### src/rtl/caf_lock_detect_pkg.sv
// Shared definitions for the CAF lock detector: state codes, status-word
// layout and the count saturation value.
package caf_lock_detect_pkg;

    typedef enum logic [1:0] {
        ST_SEARCH = 2'd0,
        ST_VERIFY = 2'd1,
        ST_LOCKED = 2'd2
    } state_t;

    localparam int LOCK_BIT  = 31;
    localparam int STATE_MSB = 30;
    localparam int STATE_LSB = 29;
    localparam int COUNT_MSB = 28;
    localparam int COUNT_LSB = 24;
    localparam int COUNT_W   = COUNT_MSB - COUNT_LSB + 1;
    localparam int MISS_W    = 4;
    localparam int CAND_W    = COUNT_LSB;

    localparam logic [COUNT_W-1:0] COUNT_SAT = 5'd31;

    // Status word: lock flag, state, count, then the zero-extended candidate.
    function automatic logic [31:0] pack_status(
        input state_t             st,
        input logic [COUNT_W-1:0] cnt,
        input logic [CAND_W-1:0]  cand
    );
        logic [31:0] w;
        w                      = '0;
        w[LOCK_BIT]            = (st == ST_LOCKED);
        w[STATE_MSB:STATE_LSB] = st;
        w[COUNT_MSB:COUNT_LSB] = cnt;
        w[CAND_W-1:0]          = cand;
        return w;
    endfunction

endpackage

### src/rtl/caf_tol_compare.sv
// Unsigned absolute-difference compare: within_tol when |a - b| <= TOL.
// No wrap-around, so the extremes of the range are maximally far apart.
module caf_tol_compare #(
    parameter int unsigned WIDTH = 8,
    parameter int unsigned TOL   = 0
) (
    input  logic [WIDTH-1:0] a,
    input  logic [WIDTH-1:0] b,
    output logic             within_tol
);

    logic [WIDTH-1:0] diff;

    always_comb begin
        diff       = (a >= b) ? (a - b) : (b - a);
        within_tol = (32'(diff) <= TOL);
    end

endmodule

### src/rtl/caf_lock_detect.sv
// Tracks CAF peak results across runs, declares/drops lock, and emits one
// status word per consumed result through a single-register output stage.
module caf_lock_detect
    import caf_lock_detect_pkg::*;
#(
    parameter int unsigned INDEX_BITS   = 8,
    parameter int unsigned FREQ_BITS    = 3,
    parameter int unsigned INDEX_TOL    = 1,
    parameter int unsigned FREQ_TOL     = 0,
    parameter int unsigned LOCK_COUNT   = 4,
    parameter int unsigned UNLOCK_COUNT = 2
) (
    input  logic        clk,
    input  logic        rst,
    input  logic        clear,
    input  logic [31:0] m_axis_tdata,
    input  logic        m_axis_tvalid,
    output logic        s_axis_tready,
    output logic [31:0] s_axis_tdata,
    output logic        s_axis_tvalid,
    input  logic        m_axis_tready,
    output logic        locked,
    output logic        lock_lost
);

    localparam int unsigned RES_W = INDEX_BITS + FREQ_BITS;
    localparam logic [COUNT_W-1:0] LOCK_CNT   = COUNT_W'(LOCK_COUNT);
    localparam logic [MISS_W-1:0]  UNLOCK_CNT = MISS_W'(UNLOCK_COUNT);

    state_t                state;
    logic [COUNT_W-1:0]    count;
    logic [MISS_W-1:0]     miss;
    logic [INDEX_BITS-1:0] cand_idx;
    logic [FREQ_BITS-1:0]  cand_frq;

    state_t                state_nxt;
    logic [COUNT_W-1:0]    count_nxt;
    logic [MISS_W-1:0]     miss_nxt;
    logic [INDEX_BITS-1:0] cand_idx_nxt;
    logic [FREQ_BITS-1:0]  cand_frq_nxt;
    logic                  lost_nxt;
    state_t                eval_state;

    logic [INDEX_BITS-1:0] res_idx;
    logic [FREQ_BITS-1:0]  res_frq;
    logic                  idx_ok;
    logic                  frq_ok;
    logic                  agree;
    logic                  accept;
    logic                  unused_tdata;

    assign res_frq      = m_axis_tdata[FREQ_BITS-1:0];
    assign res_idx      = m_axis_tdata[RES_W-1:FREQ_BITS];
    assign unused_tdata = ^m_axis_tdata[31:RES_W];

    assign s_axis_tready = !s_axis_tvalid || m_axis_tready;
    assign accept        = m_axis_tvalid && s_axis_tready;

    caf_tol_compare #(
        .WIDTH (INDEX_BITS),
        .TOL   (INDEX_TOL)
    ) u_idx_cmp (
        .a          (res_idx),
        .b          (cand_idx),
        .within_tol (idx_ok)
    );

    caf_tol_compare #(
        .WIDTH (FREQ_BITS),
        .TOL   (FREQ_TOL)
    ) u_frq_cmp (
        .a          (res_frq),
        .b          (cand_frq),
        .within_tol (frq_ok)
    );

    assign agree = idx_ok && frq_ok;

    // Post-update tracking state for the result on the input, assuming it is
    // accepted; a simultaneous clear makes it start afresh as in SEARCH.
    always_comb begin
        // NOTE: every output gets a default before the case so no path leaves
        // a value unassigned, which would otherwise infer a latch.
        state_nxt    = state;
        count_nxt    = count;
        miss_nxt     = miss;
        cand_idx_nxt = cand_idx;
        cand_frq_nxt = cand_frq;
        lost_nxt     = 1'b0;
        eval_state   = clear ? ST_SEARCH : state;

        case (eval_state)
            ST_VERIFY: begin
                if (agree) begin
                    count_nxt = count + 1'b1;
                    if (count_nxt == LOCK_CNT) begin
                        state_nxt = ST_LOCKED;
                    end
                end else begin
                    cand_idx_nxt = res_idx;
                    cand_frq_nxt = res_frq;
                    count_nxt    = COUNT_W'(1);
                end
            end

            ST_LOCKED: begin
                if (agree) begin
                    cand_idx_nxt = res_idx;
                    cand_frq_nxt = res_frq;
                    count_nxt    = (count == COUNT_SAT) ? COUNT_SAT : count + 1'b1;
                    miss_nxt     = '0;
                end else begin
                    miss_nxt = miss + 1'b1;
                    if (miss_nxt == UNLOCK_CNT) begin
                        state_nxt = ST_SEARCH;
                        count_nxt = '0;
                        miss_nxt  = '0;
                        lost_nxt  = 1'b1;
                    end
                end
            end

            // SEARCH, and the unused encoding, restart tracking on this result.
            default: begin
                cand_idx_nxt = res_idx;
                cand_frq_nxt = res_frq;
                count_nxt    = COUNT_W'(1);
                miss_nxt     = '0;
                state_nxt    = (LOCK_COUNT == 1) ? ST_LOCKED : ST_VERIFY;
            end
        endcase
    end

    // NOTE: sequential state uses non-blocking assignments so every register
    // samples its inputs from before the edge, independent of statement order.
    always_ff @(posedge clk or posedge rst) begin
        if (rst) begin
            state         <= ST_SEARCH;
            count         <= '0;
            miss          <= '0;
            cand_idx      <= '0;
            cand_frq      <= '0;
            locked        <= 1'b0;
            lock_lost     <= 1'b0;
            s_axis_tvalid <= 1'b0;
            s_axis_tdata  <= '0;
        end else begin
            lock_lost <= 1'b0;
            if (accept) begin
                state         <= state_nxt;
                count         <= count_nxt;
                miss          <= miss_nxt;
                cand_idx      <= cand_idx_nxt;
                cand_frq      <= cand_frq_nxt;
                locked        <= (state_nxt == ST_LOCKED);
                lock_lost     <= lost_nxt;
                s_axis_tvalid <= 1'b1;
                s_axis_tdata  <= pack_status(state_nxt, count_nxt,
                                             CAND_W'({cand_idx_nxt, cand_frq_nxt}));
            end else begin
                // A bare clear resets tracking but leaves the output stage alone.
                if (clear) begin
                    state  <= ST_SEARCH;
                    count  <= '0;
                    miss   <= '0;
                    locked <= 1'b0;
                end
                if (m_axis_tready) begin
                    s_axis_tvalid <= 1'b0;
                end
            end
        end
    end

endmodule

### config.mk
export PLATFORM = sky130hd
export DESIGN_NAME = caf_lock_detect
export DESIGN_NICKNAME = d
export VERILOG_FILES = /design/src/rtl/caf_lock_detect_pkg.sv /design/src/rtl/caf_tol_compare.sv /design/src/rtl/caf_lock_detect.sv
export SDC_FILE = /design/constraint.sdc
export NUM_CORES = 1
export LEC_CHECK = 0
export CAP_MARGIN = 25
export CORE_UTILIZATION = 51
export CTS_BUF_LIST = sky130_fd_sc_hd__clkbuf_8
export DETAILED_ROUTE_END_ITERATION = 6
export GPL_TIMING_DRIVEN = 1
export MAX_ROUTING_LAYER = met4
export PLACE_DENSITY = 0.83
export SLEW_MARGIN = 20
export SYNTH_ARGS = -nofsm -noshare
export SYNTH_HDL_FRONTEND = slang
export SYNTH_SLANG_ARGS = --single-unit
### constraint.sdc
create_clock -name clk -period 3.65 [get_ports clk]
set_clock_uncertainty 0.15 [all_clocks]
set_input_delay 0.5475 -clock clk [delete_from_list [all_inputs] [get_ports clk]]
set_output_delay 0.5475 -clock clk [all_outputs]
set_load 0.02 [all_outputs]
==> flow_summary.json, run 1 <==
{
  "synth_ff_type": "dfrtp_1",
  "grt_usage_pct": 29.0,
  "slew_headroom_pct": 61.6,
  "max_stage_delay_ns": 0.54,
  "htreeDepth": 2,
  "tightest_slew_ns": 0.571,
  "core_area_mm2": 0.00517,
  "worstPathRequired_ns": 3.68,
  "drive_above_1_share_pct": 20.8,
  "drv_slew": 0,
  "synth_cell_type_count": 60,
  "synth-simple-area-share_pct": 18.8,
  "r2r-start": "cand_idx[0]",
  "initial_core_util_pct": 53.5,
  "drtAntennaViolNets": 0,
  "row_count": 26,
  "max_freq_ghz": 0.279,
  "synthXorXnorAreaFrac_pct": 1.90,
  "vias": 2728,
  "synth_compound_area_share_pct": 22.0,
  "die_h_um": 75.7,
  "num_io_pins": 73,
  "grt_pass1_wl_um": 11900,
  "crit_chain": "clkdlybuf4s50_1 > inv_1 > ha_2 > and2_1 > o31ai_1 > nand4_1 > or3_1 > or4_4 > a31oi_4 > o21ai_4 > a32o_1",
  "path_class": "in -> reg",
  "fin_area_mm2": 0.00363,
  "syn2layout_area_growth_pct": 31.3,
  "grt_max_degree": 26,
  "crit_arrival_ns": 3.61,
  "leakagePower_nw": 1.73,
  "cts_buffers": 5,
  "drtIter0Drc": 248,
  "synth_cells": 315,
  "status": "finished, final reports clean",
  "setup_viol": 0,
  "grt_pass1_vias": 2532,
  "fillers": 387,
  "hp-start": "locked",
  "dp_hpwl_um": 5240,
  "wire_per_inst_um": 16.0,
  "period_share_pct": 98.1,
  "gp_congestion": 0.969,
  "cts_tree": "built",
  "clockBufferDepth": 2,
  "muxShareOfSynthArea_pct": 2.98,
  "period_needed_ns": 3.58,
  "antenna_found_initial": 0,
  "dp_slack_ns": -0.458,
  "crit_start": "m_axis_tdata[7]",
  "routed_wl_um": 7440,
  "firstDrtPassIters": 5,
  "yosysWarnings": 0,
  "syn_area_per_cell_um2": 8.79,
  "avgViaCountPerCell": 5.88,
  "diodes": 0,
  "dieArea_mm2": 0.00573,
  "startpoint_type": "input port",
  "synthAdderAreaFrac_pct": 13.6,
  "irDropWorstVdd_mv": 0.268,
  "placed_area_mm2": 0.00345,
  "io_buffers": 38,
  "rsz0062_at_grt": "false",
  "path_delay_family": "simple AND/OR/NAND/NOR gates",
  "path_clk_slew_ns": 0.07,
  "die_width_um": 75.7,
  "synth_area_mm2": 0.00277,
  "end_kind": "register",
  "async_flop_share_pct": 100,
  "clkLatencyLatePin_ns": 0.31,
  "clockRootBuffer": "clkbuf_8",
  "path_buf_inv": 2,
  "nets": 459,
  "power.density_mw_per_mm2": 351,
  "tns_ns": 0,
  "hold_path.class": "reg -> reg",
  "cts_sinks": 33,
  "synth_top_family_by_area": "compound AO/OA/AOI/OAI gates",
  "cp_slowest_cell": "or4_4",
  "p_total_mw": 1.28,
  "grt-ovfl-total": 0,
  "hold_viol": 0,
  "synth-edff-count": 0,
  "cap_violations": 0,
  "drc": 0,
  "finalWorstSetupSlack_ns": 0.0697,
  "ys_seq_area_share_pct": 29.8,
  "synth-seq-cells": 33,
  "crit_path_max_fanout": 6
}
## sequential cells by signal, summed over array words and instances (netlist names)
signal / flops
cand_idx: 7
state: 2
locked: 1
cand_frq: 2
miss: 4
s_axis_tdata: 10
count: 5
lock_lost: 1
s_axis_tvalid: 1
## what timing repair did
item / 4_1_cts / 5_1_grt
gates resized for setup: 9 / 10
buffers inserted: 0 / 0
gates cloned: 1 / 0
hold buffers: 0 / 0
setup endpoints to repair: 25 / 28
pin swaps: 2 / 4
## metal layers
layer / share of wire, % / wire [um] / global-route usage, %
met1: 42 / 3110 / 37.5
met5: 0 / 0 / -
met4: 3.1 / 228 / 11.3
met3: 8.7 / 649 / 5.69
met2: 46 / 3450 / 44.9
## cell type report
class	count	area [um2]	area share [%]
Inverter	34	128	3.51
Clock inverter	3	17.5	0.482
Timing Repair Buffer	83	716	19.7
Multi-Input combinational cell	236	1790	49.3
Tap cell	70	87.6	2.41
Clock buffer	5	68.8	1.89
Sequential cell	33	826	22.7
## placed cells by master (no fill, tap or decap), types with 3 or more instances in the layout
cell type | Yosys | layout
xnor2_1 | 3 | 3
or2_2 | 4 | 4
a211oi_1 | 4 | 4
conb_1 | 1 | 13
nand2b_1 | 4 | 4
o31ai_1 | 4 | 3
and4_1 | 3 | 3
clkbuf_8 | 0 | 5
nor3_1 | 6 | 5
o21ai_0 | 10 | 10
buf_4 | 13 | 45
clkdlybuf4s50_1 | 0 | 36
dfrtp_1 | 33 | 33
ha_1 | 27 | 23
a32o_1 | 11 | 11
o21a_1 | 3 | 3
nor2_1 | 17 | 17
ha_2 | 0 | 3
a21oi_1 | 14 | 14
nand2_1 | 27 | 27
nor4_1 | 3 | 3
mux2i_1 | 6 | 6
or3_1 | 4 | 4
inv_1 | 34 | 33
nor2b_1 | 3 | 3
nand4_1 | 4 | 4
nand3_1 | 11 | 11
o211ai_1 | 4 | 4
a21o_1 | 8 | 8
## cell usage after synthesis, types with 2 or more instances
library cell,count,area [um2]
o21ai_1,2,10.0
a22o_1,2,17.5
mux2i_1,6,60.1
nor4_1,3,18.8
nor2b_1,3,18.8
and4_1,3,26.3
fa_1,2,40.0
buf_6,3,33.8
o211ai_1,4,30.0
buf_4,13,97.6
nor2_1,17,63.8
o2111ai_1,2,17.5
a32o_1,11,110
clkbuf_1,6,22.5
a21o_1,8,60.1
nand3b_1,2,15.0
nand3_1,11,55.1
xnor2_1,3,26.3
o21a_1,3,22.5
a211oi_1,4,30.0
nor3_1,6,30.0
dfrtp_1,33,826
and3_1,2,12.5
o31ai_1,4,30.0
and2_1,2,12.5
nand2b_1,4,25.0
mux2_2,2,22.5
nand2_1,27,101
or3_1,4,25.0
ha_1,27,338
xor2_1,3,26.3
a21oi_1,14,70.1
o21ai_0,10,50.1
nand4_1,4,25.0
or2_2,4,25.0
o221ai_1,2,17.5
inv_1,34,128
buf_2,3,15.0
## where the power goes
part	internal, mW	leakage, nW	switching, mW	total (mW)
clock network	0.132	0.0439	0.160	0.292
logic	0.266	1.25	0.302	0.569
registers	0.390	0.432	0.0266	0.416
total	0.788	1.73	0.489	1.28
## worst register-to-register path, delay by kind of cell, from the launching register on
kind | cells | cell delay, ns
AO/OA/AOI/OAI | 6 | 1.16
adder cells (fa/ha/maj) | 2 | 0.58
AND/OR/NAND/NOR | 1 | 0.54
flip-flops | 1 | 0.41
buffers and inverters | 2 | 0.27
XOR/XNOR | 1 | 0.15
## cells by family (layout without fill, tap and decap cells)
logic type	after synthesis	count (layout)
AND/OR/NAND/NOR	99	99
multiplexers	8	8
other	1	13
flip-flops	33	33
adder cells (fa/ha/maj)	29	29
AO/OA/AOI/OAI	80	81
XOR/XNOR	6	6
buffers and inverters	59	125
## final timing paths
check	endpoint	slack, ns	cells past startpoint
max in group asynchronous	s_axis_tdata[31]	2.33	3
min in group asynchronous	cand_idx[3]	0.45	2
hold / removal	locked	0.34	2
setup reg to reg	s_axis_tdata[29]	0.23	12
hold reg to reg	locked	0.34	2
setup / recovery	s_axis_tdata[2]	0.07	11
## through the flow
step                hold slack [ns]  instances  utilization, %
floorplan                     0.335        327               -
finish                        0.342        464            70.3
global placement              0.309        455            66.7
detailed placement            0.326        455            66.7
CTS                           0.346        464            69.3
global route                  0.360        464            70.3
Note: power is estimated with default switching activity, not from simulation.
==> run 2, diff against run 1 <==
--- a/config.mk
+++ b/config.mk
@@ -6,6 +6,7 @@
 export NUM_CORES = 1
 export LEC_CHECK = 0
 export CAP_MARGIN = 25
+export CORE_MARGIN = 3
 export CORE_UTILIZATION = 51
 export CTS_BUF_LIST = sky130_fd_sc_hd__clkbuf_8
 export DETAILED_ROUTE_END_ITERATION = 6
==> flow_summary.json, run 2 (synthesized netlist as in run 1, its figures left out) <==
{
  "cp_slowest_cell": "or4_4",
  "worst-path-stages": 12,
  "routed_wl_um": 7840,
  "r2r_setup_slack_ns": 0.24,
  "syn2layout_area_growth_pct": 34.4,
  "die_width_um": 79.7,
  "top_layer": "met4",
  "crit_arrival_ns": 3.60,
  "dr_wl_met2_um": 3790,
  "max_freq_ghz": 0.279,
  "hold_path.class": "reg -> reg",
  "most-common-layout-cells": "buf_4 (46), clkdlybuf4s50_1 (35), inv_1 (34), dfrtp_1 (33), nand2_1 (26)",
  "cts_hold_buf": 0,
  "clockBufferDepth": 2,
  "cp-endpoint": "s_axis_tdata[2]",
  "r2r-start": "cand_idx[0]",
  "worstPathRequired_ns": 3.67,
  "max_stage_delay_ns": 0.53,
  "antenna_found_initial": 0,
  "grt-ovfl-total": 0,
  "gp_congestion": 0.931,
  "dieArea_mm2": 0.00635,
  "dp_slack_ns": -0.434,
  "drtAntennaViolNets": 0,
  "dp_hpwl_um": 5240,
  "finalWorstSetupSlack_ns": 0.0695,
  "cts_tree": "built",
  "dr_wl_met3_um": 534,
  "drv_slew": 0,
  "power.density_mw_per_mm2": 371,
  "irDropWorstVdd_mv": 0.232,
  "r2r_cells": 12,
  "cts_buffers": 5,
  "top_regs": "s_axis_tdata: 10 flops, cand_idx: 7 flops, count: 5 flops",
  "diodes": 0,
  "met1_length_um": 3360,
  "grt_pass1_wl_um": 12100,
  "r2r-end": "s_axis_tdata[29]",
  "regMostFlops": "s_axis_tdata",
  "wire_per_inst_um": 16.9,
  "grt_pass1_vias": 2623,
  "tightest_slew_ns": 0.593,
  "fin_area_mm2": 0.00372,
  "crit_path_max_fanout": 6,
  "crit_chain": "clkdlybuf4s50_1 > inv_2 > ha_4 > buf_4 > o211ai_1 > o31ai_2 > nand4_1 > or3_4 > or4_4 > a31oi_4 > o21ai_4 > a32o_1",
  "fillers": 379,
  "fin_util_pct": 72.0,
  "startpoint_type": "input port",
  "cap_violations": 0,
  "num_io_pins": 73,
  "placed_area_mm2": 0.00343,
  "initial_core_util_pct": 53.5,
  "layout.cells.non_filler": 465,
  "nets": 460,
  "p_total_mw": 1.38,
  "clockRootBuffer": "clkbuf_8",
  "die_h_um": 79.7,
  "drc": 0,
  "drtIter0Drc": 277,
  "grt_usage_pct": 24.9,
  "path_delay_family": "simple AND/OR/NAND/NOR gates",
  "period_share_pct": 98.1,
  "htreeDepth": 2,
  "crit_start": "m_axis_tdata[7]",
  "path_class": "in -> reg",
  "period_needed_ns": 3.58,
  "core_area_mm2": 0.00517,
  "clkLatencyLatePin_ns": 0.29,
  "row_count": 26,
  "status": "finished, final reports clean",
  "setup_viol": 0,
  "slew_headroom_pct": 60.5,
  "path_buf_inv": 3,
  "avgViaCountPerCell": 5.90,
  "leakagePower_nw": 1.77,
  "hold_viol": 0,
  "io_buffers": 38,
  "firstDrtPassIters": 6,
  "largest_register_ffs": 10,
  "vias": 2743,
  "dp_cells": 452,
  "drive_above_1_share_pct": 22.0,
  "grt_max_degree": 20,
  "cts_sinks": 33,
  "end_kind": "register",
  "path_clk_slew_ns": 0.07,
  "final_common_cell": "buf_4"
}
[run 2: cell count changes in the layout (fill, tap and decap cells not counted), moves of 2 or more]
cell	previous run	this run
a21oi_1	14	12
ha_2	3	0
a21oi_2	1	3
ha_4	1	4
nor4_1	3	1
clkinv_2	2	0
nor4_2	0	2
[run 2: through the flow]
step | hold slack [ns] | setup TNS [ns]
after floorplan | 0.335 | 0
after global placement | 0.311 | -9.50
after detailed placement | 0.321 | -10.42
after CTS | 0.337 | 0
after global routing | 0.350 | -0.0431
final | 0.340 | 0
[run 2: layout make-up]
class | instances | area, um2 | share of cell area (%)
Clock buffer | 6 | 82.6 | 2.22
Clock inverter | 2 | 33.8 | 0.908
Tap cell | 70 | 87.6 | 2.35
Inverter | 34 | 128 | 3.43
Multi-Input combinational cell | 236 | 1840 | 49.4
Timing Repair Buffer | 84 | 726 | 19.5
Sequential cell | 33 | 826 | 22.2
[run 2: what timing repair did]
item,in CTS,in global routing
buffers inserted,3,1
setup endpoints to repair,23,27
pin swaps,5,6
cloned,1,0
hold endpoints to repair,0,0
gates resized for setup,9,18
[run 2: worst min path at each step]
| stage | depth (start not counted) | slack [ns] | from | endpoint |
|---|---|---|---|---|
| detailed placement | 1 | 0.32 | s_axis_tdata[25] | s_axis_tdata[25] |
| global placement | 1 | 0.31 | s_axis_tdata[28] | s_axis_tdata[28] |
| global route | 1 | 0.35 | s_axis_tdata[25] | s_axis_tdata[25] |
| CTS | 1 | 0.34 | s_axis_tdata[25] | s_axis_tdata[25] |
| floorplan | 1 | 0.33 | miss[2] | miss[2] |
| finish | 1 | 0.34 | s_axis_tdata[25] | s_axis_tdata[25] |
[run 2: power by group]
group	total (mW)	switching (mW)	leakage [nW]	internal (mW)
Clock	0.362	0.142	0.0626	0.220
Combinational	0.599	0.319	1.27	0.281
Sequential	0.418	0.0284	0.432	0.390
[run 2: metal layers]
metal / vias to the layer above / GRT usage [%]
met5: - / -
met4: 0 / 6.36
met3: 24 / 4.74
met2: 131 / 39.4
met1: 1318 / 33.0
li1: 1270 / -
[run 2: worst reg2reg max path: stages, from the launching register on]
cell	delay, ns
dfrtp_1	0.39
inv_1	0.06
ha_1	0.19
fa_1	0.41
xor2_1	0.16
o2111ai_1	0.17
or4b_4	0.55
a2111oi_4	0.30
a32oi_2	0.15
buf_4	0.20
o311a_1	0.34
o21ai_0	0.11
a21oi_1	0.11
